File: src/rtl/branch_resolve.sv
`default_nettype none
// ============================================================================
// Module   : branch_resolve
// Purpose  : Branch prediction bookkeeping and resolution.
//            - IF side: selects the predicted next PC from the predictor bit.
//            - Carries a per-instruction prediction record alongside the
//              IF/ID and ID/EXE pipeline registers (ID slot, EXE slot).
//            - EXE side: compares the recorded prediction with the actual
//              outcome and issues a flush plus corrected PC on a mispredict.
//              When the pipeline is stalled at that moment, the corrected PC
//              is latched and the redirect is issued on the first
//              un-stalled cycle (RUN/PEND state machine).
// Options  : PREDICT_STATS_EN - when defined, branch_cnt counts resolved
//            branches and miss_cnt counts flushes (both wrap at 2^32).
//            When undefined both outputs are tied to 0 and no counter
//            registers are built.
// Ports    :
//   clk          in   1   system clock
//   rst          in   1   asynchronous active-high reset
//   pc_IF        in  32   fetch PC
//   is_branch_IF in   1   fetched instruction is a conditional branch
//   target_IF    in  32   branch target decoded in IF
//   taken_sel    in   1   predictor output (1 = predict taken)
//   opcode_EXE   in   7   EXE-stage opcode
//   jump_sel     in   1   actual branch outcome in EXE
//   jtarget_EXE  in  32   actual branch target in EXE
//   Istall       in   1   instruction-side stall
//   Dstall       in   1   data-side stall
//   pc_sel_IF    out  1   select predicted target for next PC
//   pred_pc_IF   out 32   predicted next PC
//   flush        out  1   kill IF/ID and ID/EXE
//   redirect_pc  out 32   corrected PC (0 when no redirect)
//   mispredict   out  1   EXE mispredict detected
//   branch_cnt   out 32   resolved-branch counter (0 without stats)
//   miss_cnt     out 32   flush counter (0 without stats)
// Revision : 1.0 - initial release
// ============================================================================

module branch_resolve (
    input  logic        clk,
    input  logic        rst,
    // IF stage
    input  logic [31:0] pc_IF,
    input  logic        is_branch_IF,
    input  logic [31:0] target_IF,
    input  logic        taken_sel,
    // EXE stage
    input  logic [6:0]  opcode_EXE,
    input  logic        jump_sel,
    input  logic [31:0] jtarget_EXE,
    input  logic        Istall,
    input  logic        Dstall,
    // Outputs
    output logic        pc_sel_IF,
    output logic [31:0] pred_pc_IF,
    output logic        flush,
    output logic [31:0] redirect_pc,
    output logic        mispredict,
    output logic [31:0] branch_cnt,
    output logic [31:0] miss_cnt
);

    // Conditional-branch opcode (RV32I BRANCH major opcode)
    localparam logic [6:0] C_BTYPE = 7'b1100011;

    // ------------------------------------------------------------------
    // Prediction record carried down the pipe with each instruction
    // ------------------------------------------------------------------
    typedef struct packed {
        logic        valid;
        logic        pred_taken;
        logic [31:0] pc_plus4;
        logic [31:0] pred_target;
    } rec_t;

    typedef enum logic [0:0] {
        S_RUN  = 1'b0,
        S_PEND = 1'b1
    } state_t;

    rec_t        id_q,  id_d;
    rec_t        exe_q, exe_d;
    state_t      state_q, state_d;
    logic [31:0] pend_pc_q, pend_pc_d;

    logic        w_stall;
    logic [31:0] w_pc_plus4_IF;
    logic        w_exe_branch;
    logic        w_cmp_miss;
    logic [31:0] w_corr_pc;

    assign w_stall       = Istall | Dstall;
    assign w_pc_plus4_IF = pc_IF + 32'd4;

    // ------------------------------------------------------------------
    // IF-side prediction (purely combinational)
    // ------------------------------------------------------------------
    assign pc_sel_IF  = is_branch_IF & taken_sel;
    assign pred_pc_IF = pc_sel_IF ? target_IF : w_pc_plus4_IF;

    // ------------------------------------------------------------------
    // EXE-side compare
    // A not-taken prediction that turns out not taken is correct no matter
    // what target was decoded, so the target only matters when taken.
    // ------------------------------------------------------------------
    assign w_exe_branch = exe_q.valid & (opcode_EXE == C_BTYPE);
    assign w_cmp_miss   = w_exe_branch &
                          ((exe_q.pred_taken != jump_sel) |
                           (jump_sel & (exe_q.pred_target != jtarget_EXE)));
    assign w_corr_pc    = jump_sel ? jtarget_EXE : exe_q.pc_plus4;

    // ------------------------------------------------------------------
    // Redirect FSM: next state and outputs
    // ------------------------------------------------------------------
    always_comb begin
        state_d     = state_q;
        pend_pc_d   = pend_pc_q;
        flush       = 1'b0;
        redirect_pc = 32'd0;
        mispredict  = 1'b0;

        case (state_q)
            S_RUN: begin
                mispredict = w_cmp_miss;
                if (w_cmp_miss) begin
                    if (!w_stall) begin
                        flush       = 1'b1;
                        redirect_pc = w_corr_pc;
                    end else begin
                        // The pipe is frozen; remember where to go and
                        // issue the redirect once it moves again.
                        pend_pc_d = w_corr_pc;
                        state_d   = S_PEND;
                    end
                end
            end

            S_PEND: begin
                // The EXE slot still holds the branch already resolved, so
                // its compare result is deliberately not looked at here.
                if (!w_stall) begin
                    flush       = 1'b1;
                    redirect_pc = pend_pc_q;
                    state_d     = S_RUN;
                end
            end

            default: begin
                state_d = S_RUN;
            end
        endcase
    end

    // ------------------------------------------------------------------
    // Record pipe next state
    // Flush wins over the IF load: whatever IF presents that cycle is on
    // the wrong path and is dropped together with the ID/EXE contents.
    // ------------------------------------------------------------------
    always_comb begin
        id_d  = id_q;
        exe_d = exe_q;

        if (!w_stall) begin
            if (flush) begin
                id_d.valid  = 1'b0;
                exe_d.valid = 1'b0;
            end else begin
                id_d.valid       = is_branch_IF;
                id_d.pred_taken  = pc_sel_IF;
                id_d.pc_plus4    = w_pc_plus4_IF;
                id_d.pred_target = target_IF;
                exe_d            = id_q;
            end
        end
    end

    // ------------------------------------------------------------------
    // State registers
    // ------------------------------------------------------------------
    always_ff @(posedge clk or posedge rst) begin
        if (rst) begin
            id_q      <= '0;
            exe_q     <= '0;
            state_q   <= S_RUN;
            pend_pc_q <= 32'd0;
        end else begin
            id_q      <= id_d;
            exe_q     <= exe_d;
            state_q   <= state_d;
            pend_pc_q <= pend_pc_d;
        end
    end

    // ------------------------------------------------------------------
    // Optional prediction statistics
    // ------------------------------------------------------------------
`ifdef PREDICT_STATS_EN
    logic [31:0] branch_cnt_q, branch_cnt_d;
    logic [31:0] miss_cnt_q,   miss_cnt_d;

    always_comb begin
        branch_cnt_d = branch_cnt_q;
        miss_cnt_d   = miss_cnt_q;
        // A stalled EXE branch is counted once, on the cycle it finally
        // moves, so a long stall does not inflate the count.
        if (w_exe_branch && !w_stall) begin
            branch_cnt_d = branch_cnt_q + 32'd1;
        end
        if (flush) begin
            miss_cnt_d = miss_cnt_q + 32'd1;
        end
    end

    always_ff @(posedge clk or posedge rst) begin
        if (rst) begin
            branch_cnt_q <= 32'd0;
            miss_cnt_q   <= 32'd0;
        end else begin
            branch_cnt_q <= branch_cnt_d;
            miss_cnt_q   <= miss_cnt_d;
        end
    end

    assign branch_cnt = branch_cnt_q;
    assign miss_cnt   = miss_cnt_q;
`else
    assign branch_cnt = 32'd0;
    assign miss_cnt   = 32'd0;
`endif

endmodule

`default_nettype wire

File: config.mk
export PLATFORM = sky130hd
export DESIGN_NAME = branch_resolve
export DESIGN_NICKNAME = d
export VERILOG_FILES = /design/src/rtl/branch_resolve.sv
export SDC_FILE = /design/constraint.sdc
export NUM_CORES = 1
export LEC_CHECK = 0
export ABC_AREA = 0
export CAP_MARGIN = 40
export CORE_MARGIN = 2
export CORE_UTILIZATION = 40
export CTS_CLUSTER_SIZE = 16
export DETAILED_ROUTE_END_ITERATION = 10
export PLACE_DENSITY = 0.7
export SLEW_MARGIN = 20
export SYNTH_ARGS = -nofsm -noshare
export SYNTH_HDL_FRONTEND = slang
export SYNTH_SLANG_ARGS = --single-unit
File: constraint.sdc
create_clock -name clk -period 9.5 [get_ports clk]
set_input_delay 1.9 -clock clk [delete_from_list [all_inputs] [get_ports clk]]
set_output_delay 1.9 -clock clk [all_outputs]
set_load 0.01 [all_outputs]
-- Yosys cells after proc, flatten, opt, wreduce, memory -nomap -nowiden
Cells that the tools add are included.
Widths: inputs -> output; s select.
- register bits after elaboration: 165
- input port bits: 110
- output and inout port bits: 131
- word-level logic and storage cells: 40
- add/subtract/negate cells: 1
- equal/unequal tests: 3
- muxes and demuxes: 15
- bitwise operators: 9
- reduce and logical (&&, ||, !) cells: 2
- operators with widths (cell ; count):
    $mux 32 ; 5
    $pmux 32 s2 ; 1
    $add 32x3->32 const B ; 1
    $ne 32x32->1 ; 1
    $eq 7x7->1 const B ; 1
    $mux 1 ; 7
    $and 1x1->1 ; 4
    $pmux 1 s2 ; 2
    $not 1->1 ; 3
    $reduce_and 3->1 ; 1
    $or 1x1->1 ; 2
    $reduce_and 2->1 ; 1
    $ne 1x1->1 ; 1

-- Logic depth before layout (Yosys ltp)
- depth in word-level cells: 8
- depth in mapped cells: 8
- gate-level depth less buffers: 7

-- Worst setup path after synthesis
OpenSTA, ideal clock, no wires.
- kind: input -> output
- start: input pc_IF[2]
- end: output pred_pc_IF[30]
- data arrival time: 3.518 ns
- required time: 7.600 ns
- setup slack: 4.082 ns
- cell stages on the path: 7
- buffers on the path: 0
- cell sequence: ha_1 -> nand4_1 -> nor3_1 -> nor4b_2 -> nand3_1 -> xnor2_1 -> mux2_2
- cells in the longest elaborated chain, start to end: 2
- ends and longest elaborated chain (what ; line ; RTL):
    from (decl) ; 43 ; input logic [31:0] pc_IF,
    $add 32x3->32 ; 93 ; assign w_pc_plus4_IF = pc_IF + 32'd4;
    $mux 32 ; 99 ; assign pred_pc_IF = pc_sel_IF ? target_IF : w_pc_plus4_IF;
    to (decl) ; 55 ; output logic [31:0] pred_pc_IF,
Every way passes these cells.

-- Final worst setup path
- start: input pc_IF[8]
- end: output pred_pc_IF[31]
Same word-level chain as after synthesis.

==> metrics.yaml <==
outcome:
  status: "completed"
sta:
  rsz0062_at_grt: "no"
  relSlewSlack_pct: 48.42
  finalSetupTns_ps: 0
  tightest_slew_ps: 762.9
  max_freq_mhz: 140.5
  setup_ws_ps: 2381
  finalHoldViolCount: 0
  fin_skew_ps: 7.843
  holdWs_ps: 481.9
  fin_crit_sh_pct: 74.93
  layout_min_cycle_time_ps: 7119
  setup_viol: 0
  slew_viol_final: 0
hold_path:
  min_path_type: "reg -> reg"
layout:
  drive_above_1_share_pct: 9.385
  num_antenna_cells: 0
  nNetsFinal: 1057
  fillers: 1864
  final_common_cell: "clkdlybuf4s50_1"
  layout-area-overhead-vs-synth_pct: 27.35
  layout_common_cells: "175 x clkdlybuf4s50_1, 165 x dfrtp_1, 89 x mux2i_1"
  stdcell_count: 1234
grt:
  grt_use_met1_pct: 27.14
  grt-busiest-layer: "met2"
  grt_max_degree: 92
  grt_use_met2_pct: 30.11
  grt_use_total_pct: 19.08
  grt_pass1_wl_um: 32860
  overflow: 0
  grt_antenna_before_repair: 0
  grt_pass1_vias: 5929
  use_met3_pct: 3.795
synthesis:
  post_synth.cell_area_avg_um2: 11.24
  ys_seq_area_share_pct: 47.52
  synth_cell_types: 37
  syn_area_um2: 8688
  synth_cells: 773
  yosysWarningCount: 0
  ys_ff_latch: 165
clock_network:
  clk_path_buf_depth: 2
  numCtsBuffers: 17
  clock_latency_ps: 410
  cts_root_buf: "clkbuf_16"
  cts_setup_buffers: 0
  clk_pin_slew_ps: 60
  ctsHtreeMaxLevel: 4
  cts_resized: 0
  cts_tree: "done"
  hold_buffers: 0
  cts_sinks: 165
critical_path:
  r2r_start: "exe_q[15]"
  start_kind: "input port"
  worst_setup_path_end_kind: "output pin"
  r2r_cells: 8
  required_ps: 7600
  cp-startpoint: "pc_IF[8]"
  regToRegEndpoint: "id_q[22]"
  path_class: "in -> out"
  r2r_slack_ps: 6560
  worstPathArrival_ps: 5220
  critPathMaxFanout: 6
  cp-endpoint: "pred_pc_IF[31]"
pwr:
  p_per_area_nw_per_um2: 168.1
  p_leak_uw: 0.004722
  ir_drop_uv: 115.7
  p_total_uw: 1860
place:
  port_buffers: 176
  dp.cells: 1200
  place.gp.congestion: 0.7991
  dp_hpwl_um: 15210
  pre_cts_slack_ps: 2358
routing:
  drt_iter0_drc: 313
  vias: 5923
  drt-pass1-iter-count: 4
  drc: 0
  drtAntennaViolNets: 0
  vias_per_cell: 4.800
  drt_wl_total_um: 21080
  wl_per_cell_um: 17.08
die:
  die_h_um: 151.4
  coreArea_um2: 21150
  start_util_pct: 41.07
  pin_count: 241
  placement_rows: 53
  die_area_um2: 22920
  die_w_um: 151.4
flow_run:
  max-cap-violations: 0
[worst max-delay path, stage by stage]
cell,delay (ps)
clkdlybuf4s50_1,530
nand4_1,220
nor4_4,580
nor4b_1,690
nand4_1,270
xnor2_1,290
mux2_2,200
clkdlybuf4s50_1,520
[flip-flops by register name, summed over array words and instances, names as in the netlist]
signal / cells
exe_q: 66
id_q: 66
pend_pc_q: 32
state_q: 1
[through the flow]
stage	utilization [%]	cell area, µm²
6_report	52.30	11060
5_1_grt	52.30	11060
4_1_cts	52.04	11010
3_5_place_dp	49.48	10470
3_3_place_gp	49.23	10420
2_1_floorplan	-	8925
[worst min path at each step]
stage	from	to	slack, ps	depth (start not counted)
CTS	id_q[8]	exe_q[8]	490	1
detailed placement	id_q[8]	exe_q[8]	470	1
global route	id_q[18]	id_q[18]	500	1
finish	id_q[7]	id_q[7]	480	1
global placement	id_q[0]	id_q[0]	460	1
floorplan	id_q[0]	id_q[0]	450	1
[cell usage after synthesis]
cell type / count / area, µm²
and4b_1: 1 / 10.01
nor4_2: 1 / 12.51
nor3b_1: 3 / 22.52
nand3b_1: 1 / 7.510
nor4bb_1: 1 / 10.01
nor2_1: 32 / 120.1
nor3_1: 3 / 15.01
nor4b_1: 1 / 8.760
mux2_1: 75 / 844.6
and4_1: 2 / 17.52
nor4_1: 2 / 12.51
buf_2: 4 / 20.02
xor2_1: 16 / 140.1
nor2b_1: 4 / 25.02
o21ai_0: 32 / 160.2
ha_1: 1 / 12.51
xnor2_1: 44 / 385.4
o211ai_1: 1 / 7.510
clkbuf_1: 17 / 63.81
buf_6: 8 / 90.09
or2_2: 1 / 6.260
conb_1: 1 / 3.750
nand4_1: 12 / 75.07
mux2i_1: 89 / 890.9
nand2_1: 43 / 161.4
nor4b_2: 1 / 15.01
buf_4: 70 / 525.5
a31o_2: 2 / 17.52
and2_1: 1 / 6.260
a31oi_1: 1 / 6.260
dfrtp_1: 165 / 4129
nand3_1: 13 / 65.06
and3_1: 2 / 12.51
nor4_4: 1 / 21.27
a21oi_1: 25 / 125.1
mux2_2: 37 / 416.7
inv_1: 60 / 225.2
[cells by family after synthesis]
| group | after synthesis | synth area share, % |
|---|---|---|
| flops | 165 | 47.52 |
| mux | 201 | 24.77 |
| buf+inv | 159 | 10.64 |
| compound gates | 61 | 3.644 |
| fa+ha+maj | 1 | 0.1440 |
| simple gates | 125 | 7.186 |
| other cells | 1 | 0.04316 |
| xor+xnor | 60 | 6.048 |
[where the power goes]
| part | leakage (µW) | internal [µW] | switching [µW] |
|---|---|---|---|
| clock | 0.000258 | 361 | 274 |
| combinational | 0.00262 | 185 | 158 |
| sequential | 0.00184 | 819 | 61.8 |
[layout make-up]
cell class                      count  area (µm²)  area share [%]
Sequential cell                   165        4129           37.32
Multi-Input combinational cell    512        3887           35.14
Timing Repair Buffer              190        1932           17.46
Clock buffer                       24       491.7           4.444
Tap cell                          275       344.1           3.110
Inverter                           60       230.2           2.081
Clock inverter                      8       50.05          0.4523
[metal layers]
layer	routed length, µm	part of all wire, %
met1	10140	48
met5	0	0
met2	9716	46
met4	196	0.93
met3	1023	4.9
Note: power is estimated with default switching activity, not from simulation.
